File: config.mk
export PLATFORM = sky130hd
export DESIGN_NAME = trap_sequencer
export DESIGN_NICKNAME = d
export VERILOG_FILES = /design/src/rtl/trap_sequencer.sv
export SDC_FILE = /design/constraint.sdc
export NUM_CORES = 1
export LEC_CHECK = 0
export BUFFER_PORTS_ARGS = -buffer_cell sky130_fd_sc_hd__buf_2
export CAP_MARGIN = 5
export CORE_ASPECT_RATIO = 1.4
export CORE_MARGIN = 3
export CORE_UTILIZATION = 41
export DETAILED_ROUTE_END_ITERATION = 16
export PLACE_DENSITY_LB_ADDON = 0.3
export SLEW_MARGIN = 20
export SYNTH_ARGS = -nofsm -noshare
export SYNTH_HDL_FRONTEND = slang
export SYNTH_SLANG_ARGS = --single-unit
File: constraint.sdc
create_clock -name clk -period 1.41 [get_ports clk]
set_input_delay 0.0705 -clock clk [delete_from_list [all_inputs] [get_ports clk]]
set_output_delay 0.0705 -clock clk [all_outputs]
set_load 0.005 [all_outputs]
File: src/rtl/trap_sequencer.sv
// trap_sequencer
//   Sequences trap entry and return for the newt integer pipeline. Nine
//   one-cycle trap pulses are latched into pending bits while idle; the
//   level-sensitive IOINT joins them when ioEn is set. The highest-priority
//   source (lowest reason code) is serviced by walking the pipeline through
//   flush, save-PC and vector fetch. Further traps are then masked until
//   the handler retires rett. A trap pulse inside the handler is fatal and
//   parks the block in HALT until reset.
//
// Ports
//   clk, rst_n        : clock, synchronous active-low reset
//   GStrap .. instrpagefINT : one-cycle trap pulses (reason codes 0..8)
//   IOINT             : level I/O interrupt request (reason code 9)
//   curPC             : PC of the faulting / interrupted instruction
//   vecBase           : trap table base, bits [7:0] ignored
//   flushAck          : pipeline flush complete
//   vecReady          : fetch unit accepts vecAddr
//   rett              : handler return retired (pulse)
//   flushReq          : flush request (asserted in FLUSH)
//   savePC            : one-cycle strobe in SAVE; epc captures curPC
//   epc               : saved exception PC
//   vecValid, vecAddr : handler address offer (asserted in VECTOR)
//   trapReason        : reason code of the trap being serviced
//   inHandler         : handler active
//   doubleFault       : sticky fatal error
//   dbgState          : current FSM state encoding, for observation only
//
// Handshakes: flushReq stays high until flushAck is sampled high, and
// vecValid stays high with vecAddr frozen until vecReady is sampled high.
// The transfer completes on the rising edge where both sides are high.
// Neither request ever drops before that edge, except on reset.
//
// PC_W must be at least 12 so that the vector has room for
// {base, reason, 4'b0000}.

module trap_sequencer #(
   parameter int PC_W = 32
) (
   input  logic            clk,
   input  logic            rst_n,
   input  logic            GStrap,
   input  logic            trapinstr,
   input  logic            datapagefINT,
   input  logic            winunderflow,
   input  logic            winoverflow,
   input  logic            SWI,
   input  logic            intTAGtrap,
   input  logic            illegalopc,
   input  logic            instrpagefINT,
   input  logic            IOINT,
   input  logic [PC_W-1:0] curPC,
   input  logic [PC_W-1:0] vecBase,
   input  logic            flushAck,
   input  logic            vecReady,
   input  logic            rett,
   output logic            flushReq,
   output logic            savePC,
   output logic [PC_W-1:0] epc,
   output logic            vecValid,
   output logic [PC_W-1:0] vecAddr,
   output logic [3:0]      trapReason,
   output logic            inHandler,
   output logic            doubleFault,
   output logic [2:0]      dbgState
);

   typedef enum logic [2:0] {
      IDLE    = 3'd0,
      FLUSH   = 3'd1,
      SAVE    = 3'd2,
      VECTOR  = 3'd3,
      HANDLER = 3'd4,
      HALT    = 3'd5
   } state_t;

   state_t     state;
   logic [8:0] pending;
   logic       ioen;

   // Pulse sources packed so that bit index equals reason code.
   logic [8:0] src;
   assign src = {instrpagefINT, GStrap, trapinstr, datapagefINT,
                 winunderflow, winoverflow, SWI, intTAGtrap, illegalopc};

   // The low byte of vecBase is replaced by the reason field.
   logic unused_vecbase;
   assign unused_vecbase = ^vecBase[7:0];

   // Priority pick: the lowest set pending index wins, and IOINT only
   // wins when no pending bit is set. win_onehot is the pending bit to
   // clear on entry; it stays zero when IOINT wins, because IOINT is not
   // latched.
   logic [3:0] win_code;
   logic [8:0] win_onehot;
   logic       any_req;

   always_comb begin
      win_code   = 4'd9;
      win_onehot = '0;
      for (int i = 8; i >= 0; i--) begin
         if (pending[i]) begin
            win_code      = 4'(i);
            win_onehot    = '0;
            win_onehot[i] = 1'b1;
         end
      end
      any_req = (|pending) | (IOINT & ioen);
   end

   // All handshake outputs are assigned on the transition into the state
   // that owns them. This keeps them registered and equal to a decode of
   // the state.
   always_ff @(posedge clk) begin
      if (!rst_n) begin
         state       <= IDLE;
         pending     <= '0;
         ioen        <= 1'b1;
         trapReason  <= '0;
         epc         <= '0;
         vecAddr     <= '0;
         flushReq    <= 1'b0;
         savePC      <= 1'b0;
         vecValid    <= 1'b0;
         inHandler   <= 1'b0;
         doubleFault <= 1'b0;
      end else begin
         savePC <= 1'b0;
         case (state)
            IDLE: begin
               // New pulses are latched even on the entry edge; only the
               // winning bit is consumed, so losers stay pending.
               pending <= (pending & ~win_onehot) | src;
               if (any_req) begin
                  trapReason <= win_code;
                  ioen       <= 1'b0;
                  flushReq   <= 1'b1;
                  state      <= FLUSH;
               end
            end

            // Pulses seen from here to VECTOR come from instructions
            // being flushed and are deliberately dropped.
            FLUSH: begin
               if (flushAck) begin
                  flushReq <= 1'b0;
                  savePC   <= 1'b1;
                  state    <= SAVE;
               end
            end

            SAVE: begin
               epc      <= curPC;
               // The vector is frozen here, so later vecBase changes
               // cannot disturb an offer the fetch unit is looking at.
               vecAddr  <= {vecBase[PC_W-1:8], trapReason, 4'b0000};
               vecValid <= 1'b1;
               state    <= VECTOR;
            end

            VECTOR: begin
               if (vecReady) begin
                  vecValid  <= 1'b0;
                  inHandler <= 1'b1;
                  state     <= HANDLER;
               end
            end

            HANDLER: begin
               // A trap inside the handler is fatal even when rett
               // retires on the same cycle.
               if (|src) begin
                  inHandler   <= 1'b0;
                  doubleFault <= 1'b1;
                  state       <= HALT;
               end else if (rett) begin
                  inHandler <= 1'b0;
                  ioen      <= 1'b1;
                  state     <= IDLE;
               end
            end

            HALT: begin
               // Only reset leaves HALT.
            end

            default: begin
               state <= HALT;
            end
         endcase
      end
   end

   assign dbgState = state;

endmodule

Word-level counts from Yosys, hierarchy flattened
Index checks and enable logic that the tools add are counted.
{ "classes": {"add_sub_neg": 0, "multipliers": 0, "n_div": 0, "order_cmp": 0, "eq_ne": 11, "n_shift": 0, "muxes": 38, "bitwise": 6, "n_reduce_logical": 15} }
{ "op_table": {"columns": ["operator", "count"], "rows": [
  ["$mux W9", 9],
  ["$mux W4", 8],
  ["$pmux W3 S6", 1],
  ["$reduce_or A9 Y1", 2],
  ["$mux W3", 5],
  ["$mux W1", 11],
  ["$ne A2 B2 Y1 const B", 5],
  ["$and A9 B9 Y9", 1],
  ["$not A9 Y9", 1],
  ["$or A9 B9 Y9", 1],
  ["$pmux W1 S2", 4],
  ["$reduce_and A2 Y1", 4],
  ["$reduce_bool A2 Y1", 4],
  ["$eq A3 B2 Y1 const B", 2],
  ["$eq A3 B3 Y1 const B", 2],
  ["$reduce_and A3 Y1", 2],
  ["$reduce_and A5 Y1", 1],
  ["$reduce_and A4 Y1", 1],
  ["$eq A3 B1 Y1 const B", 1],
  ["$logic_not A3 Y1", 1],
  ["$ne A3 B3 Y1 const B", 1],
  ["$and A1 B1 Y1", 1],
  ["$not A1 Y1", 1],
  ["$or A1 B1 Y1", 1]
]} }
{ "totals": {"regBits": 82, "latchBits": 0, "ramBits": 0, "romBits": 0, "out_inout_bits": 76, "wordCells": 81, "mem_count": 0} }

Logic depth before layout (Yosys ltp)
{ "depth": {"depth_word": 12, "ltp_mapped": 7, "depth_no_buf": 4} }

Worst setup path after synthesis
No wires, ideal clock.
{ "synth_timing": {"path_kind": "register to register", "from": "reg state[2], in the netlist dbgState[2]", "to": "reg flushReq", "setup_ns": 0.088, "arrival_ns": 1.305, "path_slack_ns": 0.017, "path_stages_with_launch": 6, "n_path_buf": 1, "synth_period_minus_slack_ns": 1.393, "cell_sequence": "dfxtp_1 -> buf_6 -> or3_4 -> a31oi_4 -> nor2_2 -> a311oi_2"} }
{ "synth_via": {"elab_chain_cells": 3} }
{ "synth_rtl": {"columns": ["element", "line", "text"], "rows": [
  ["start: declaration", "76", "state_t state;"],
  ["start signal: assignment", "115", "state <= IDLE;"],
  ["start signal: assignment", "137", "state <= FLUSH;"],
  ["start signal: assignment", "147", "state <= SAVE;"],
  ["$eq A3 B1 Y1 / $logic_not A3 Y1 (equally long branches)", "128", "case (state)"],
  ["$ne A2 B2 Y1 (no line) / $reduce_bool A2 Y1 (equally long branches)", null, null],
  ["$reduce_and A3 Y1 (no line)", null, null],
  ["end signal: assignment", "121", "flushReq <= 1'b0;"],
  ["end signal: assignment", "136", "flushReq <= 1'b1;"],
  ["end signal: assignment", "145", "flushReq <= 1'b0;"],
  ["end: declaration", "56", "output logic flushReq,"]
]} }
Parallel ways exist; a longest one is shown, timed or not.
A chain may end at the register's enable or synchronous reset.

Worst setup path after layout
{ "layout_timing": {"from": "reg state[2], in the netlist dbgState[2]", "to": "reg trapReason[0]"} }
{ "layout_via": {"elab_chain_cells": 2} }
{ "layout_rtl": {"columns": ["element", "line", "text"], "rows": [
  ["$logic_not A3 Y1", "128", null],
  ["$reduce_and A2 Y1 (no line)", null, null],
  ["end signal: assignment", "134", "trapReason <= win_code;"],
  ["end: declaration", "61", "output logic [3:0] trapReason,"]
]} }
Every way passes these cells.

==> run metrics <==
status=finished clean; DR pass1 iterations=4; Clock Tree Root=clkbuf_8; Sequential Power Share=47.7%; #FFs+latches synth=82; hold path startpoint=rett; Fill cells=601; vias=3487; Avg Vias per Cell=4.94; DP HPWL=6.09 mm; Power Total=5.50 mW; worst-case reg-to-reg path depth=4; Max Cap Viol=0; Mapped Area=3150 sq um; leakage=2.19 nW; Worst IR Drop VDD=0.000680 V; clock tree buffer depth=2; first-pass GRT wire length=14.6 mm; Congestion Overflow GR=0; share of post-route cells with drive strength above 1=32.5%; gr usage total=21.4%; antenna viol nets, final=0; Core Area=7410 sq um; Area Growth Syn to Fin=56.7%; Yosys warnings=0; DRT iter0 DRCs=160; worst clock skew=0.00807 ns; number of remaining DRC errors=0; register clock-pin slew on the reported worst setup and hold paths=0.08 ns; crit path max fanout=7; die width=80.1 microns; Post-synth ARST share=0%; Pins Over Slew Limit=0; CTS tree=built; crit end category=flip-flop; CP Class=flip-flop to flip-flop; WP data required=1.70 ns; worst r2r dst=trapReason[0]; Hold Path Stages=3; crit path DAT=1.67 ns; fmax=726 MHz; TritonCTS buffer count=9; Psw=1.56 mW; Seq/Total Area, Yosys=52.1%; ys flop type=dfxtp_1; time the worst path needs with I/O delays and setup=1.38 ns; Die ar.=8790 sq um; Port Buffers=142; Worst Hold Path EP=dbgState[2]; Initial Utilization=42.5%; Clk pwr share=29.3%; Synth Instances=391; Net Sw Frac=28.4%; Gate power share=23.1%; endpoints failing hold=0; R2R Path Start=dbgState[2]; die height=110 microns; initial antenna violation count=0; synthesized area per cell=8.06 sq um; TritonCTS sink count=82; Final WS setup=0.0317 ns; Post-synth EDFFs=0; Hold Crit Class=input pin to flip-flop; Worst R2R Setup Slack=0.03 ns; Yosys cell types=38; PwrDens=1110 nW/um^2; global placer's final weighted congestion=0.759; Setup-failing EPs final=0; largest net degree at the start of global routing=62; clk_lat worst skew=0.36 ns; final net count=684; I/O pin count=155; site row count=37; H-tree depth=3; Tcrit/Tclk final=97.8%; routed len/inst=14.2 microns; Worst setup SP type=flip-flop; Detailed Route WL=10.0 mm; vias in the first global route=3215; Post-Place Worst Slack=-0.0665 ns; Post-Route Setup TNS=0 ns; Internal Power=3.94 mW; Ant. Diodes=0
==> how the worst max path moves through the flow <==
stage	from	to
final	dbgState[2]	trapReason[0]
after global routing	dbgState[2]	trapReason[0]
after CTS	dbgState[0]	flushReq
after detailed placement	winunderflow	dbgState[2]
after global placement	winunderflow	dbgState[2]
after floorplan	dbgState[2]	flushReq
==> worst max-delay path, stage by stage (launching register included) <==
cell and delay [ns]:
dfxtp_4 0.36, or3_4 0.40, a31oi_4 0.26, o2111ai_1 0.19
o21ai_0 0.10
==> cells in the mapped netlist, types with 2 or more instances <==
| master | number | area share (%) |
|---|---|---|
| nor2_1 | 16 | 1.9 |
| buf_4 | 5 | 1.2 |
| nor4_4 | 2 | 1.4 |
| inv_1 | 5 | 0.60 |
| buf_2 | 16 | 2.5 |
| nor2b_1 | 3 | 0.60 |
| a22oi_1 | 5 | 1.2 |
| dfxtp_1 | 82 | 52 |
| nand3_1 | 7 | 1.1 |
| nor4_1 | 2 | 0.40 |
| nand4_1 | 2 | 0.40 |
| clkbuf_1 | 8 | 0.95 |
| o21ai_0 | 7 | 1.1 |
| nor3_1 | 6 | 0.95 |
| nand2_1 | 133 | 16 |
| a21oi_1 | 69 | 11 |
| o211ai_1 | 2 | 0.48 |
==> cells in the final DEF (no fill, tap or decap), types with 3 or more instances in the layout <==
cell	instances
buf_4	18
conb_1	4
inv_1	4
o21ai_0	6
dlygate4sd3_1	65
clkbuf_8	13
nand2_1	133
dfxtp_1	79
nor2b_1	3
a22oi_1	5
nand3_1	6
buf_2	142
a21oi_1	69
buf_12	3
nor3_1	5
nor2_1	14
==> flip-flops by register name, summed over array words and instances (netlist names), 3 cells and up <==
signal / flops
dbgState: 3
epc: 32
vecAddr: 28
trapReason: 4
pending: 9
==> area by class of cell <==
class / count / area, sq um / share of cell area, %
clock buffer: 13 / 179 / 3.62
clock inverter: 2 / 10.0 / 0.203
inverter: 5 / 18.8 / 0.380
multi-input combinational: 277 / 1370 / 27.6
sequential: 82 / 1650 / 33.4
tap: 97 / 121 / 2.46
timing repair buffer: 230 / 1590 / 32.3
==> power groups by stage <==
| stage | clock (mW) | sequential [mW] | combinational, mW |
|---|---|---|---|
| global route | 1.74 | 2.65 | 1.39 |
| floorplan | 0 | 2.67 | 0.587 |
| CTS | 1.66 | 2.62 | 1.20 |
| detailed placement | 0 | 2.67 | 1.06 |
| global placement | 0 | 2.66 | 1.03 |
| finish | 1.61 | 2.62 | 1.27 |
==> cells by family (layout without fill, tap and decap cells) <==
kind of cell	count (synthesis)	in the layout	share of synthesized area, %
flip-flops	82	82	52.1
buffers and inverters	35	250	5.64
other	1	4	0.119
AND/OR/NAND/NOR	176	176	24.1
AO/OA/AOI/OAI	97	97	18.1
==> routing by layer <==
metal  routed length (microns)  GRT usage, %  up-vias
li1                          -             -     1729
met1                      3740          23.0     1597
met2                      5290          37.9      125
met3                       574          5.49       36
met4                       433          11.1        0
met5                         0             0        -
==> per-stage QoR <==
step	hold WS [ns]	area (sq um)	util (%)	instances
6_report	0.0432	4940	66.7	706
5_1_grt	0.0537	4940	66.7	706
4_1_cts	0.0293	4870	65.8	703
3_5_place_dp	0.305	4030	54.4	623
3_3_place_gp	0.303	4030	54.4	623
2_1_floorplan	0.201	3160	-	394
==> repair_timing <==
| action | 4_1_cts | 5_1_grt |
|---|---|---|
| pin swaps | 0 | 3 |
| endpoints found under the setup margin | 3 | 66 |
| buffers inserted | 0 | 1 |
| hold buffers | 65 | 0 |
| gates resized for setup | 1 | 10 |
| gates cloned | 0 | 2 |
| endpoints found under the hold margin | 65 | 0 |
(Power assumes the default switching activity.)
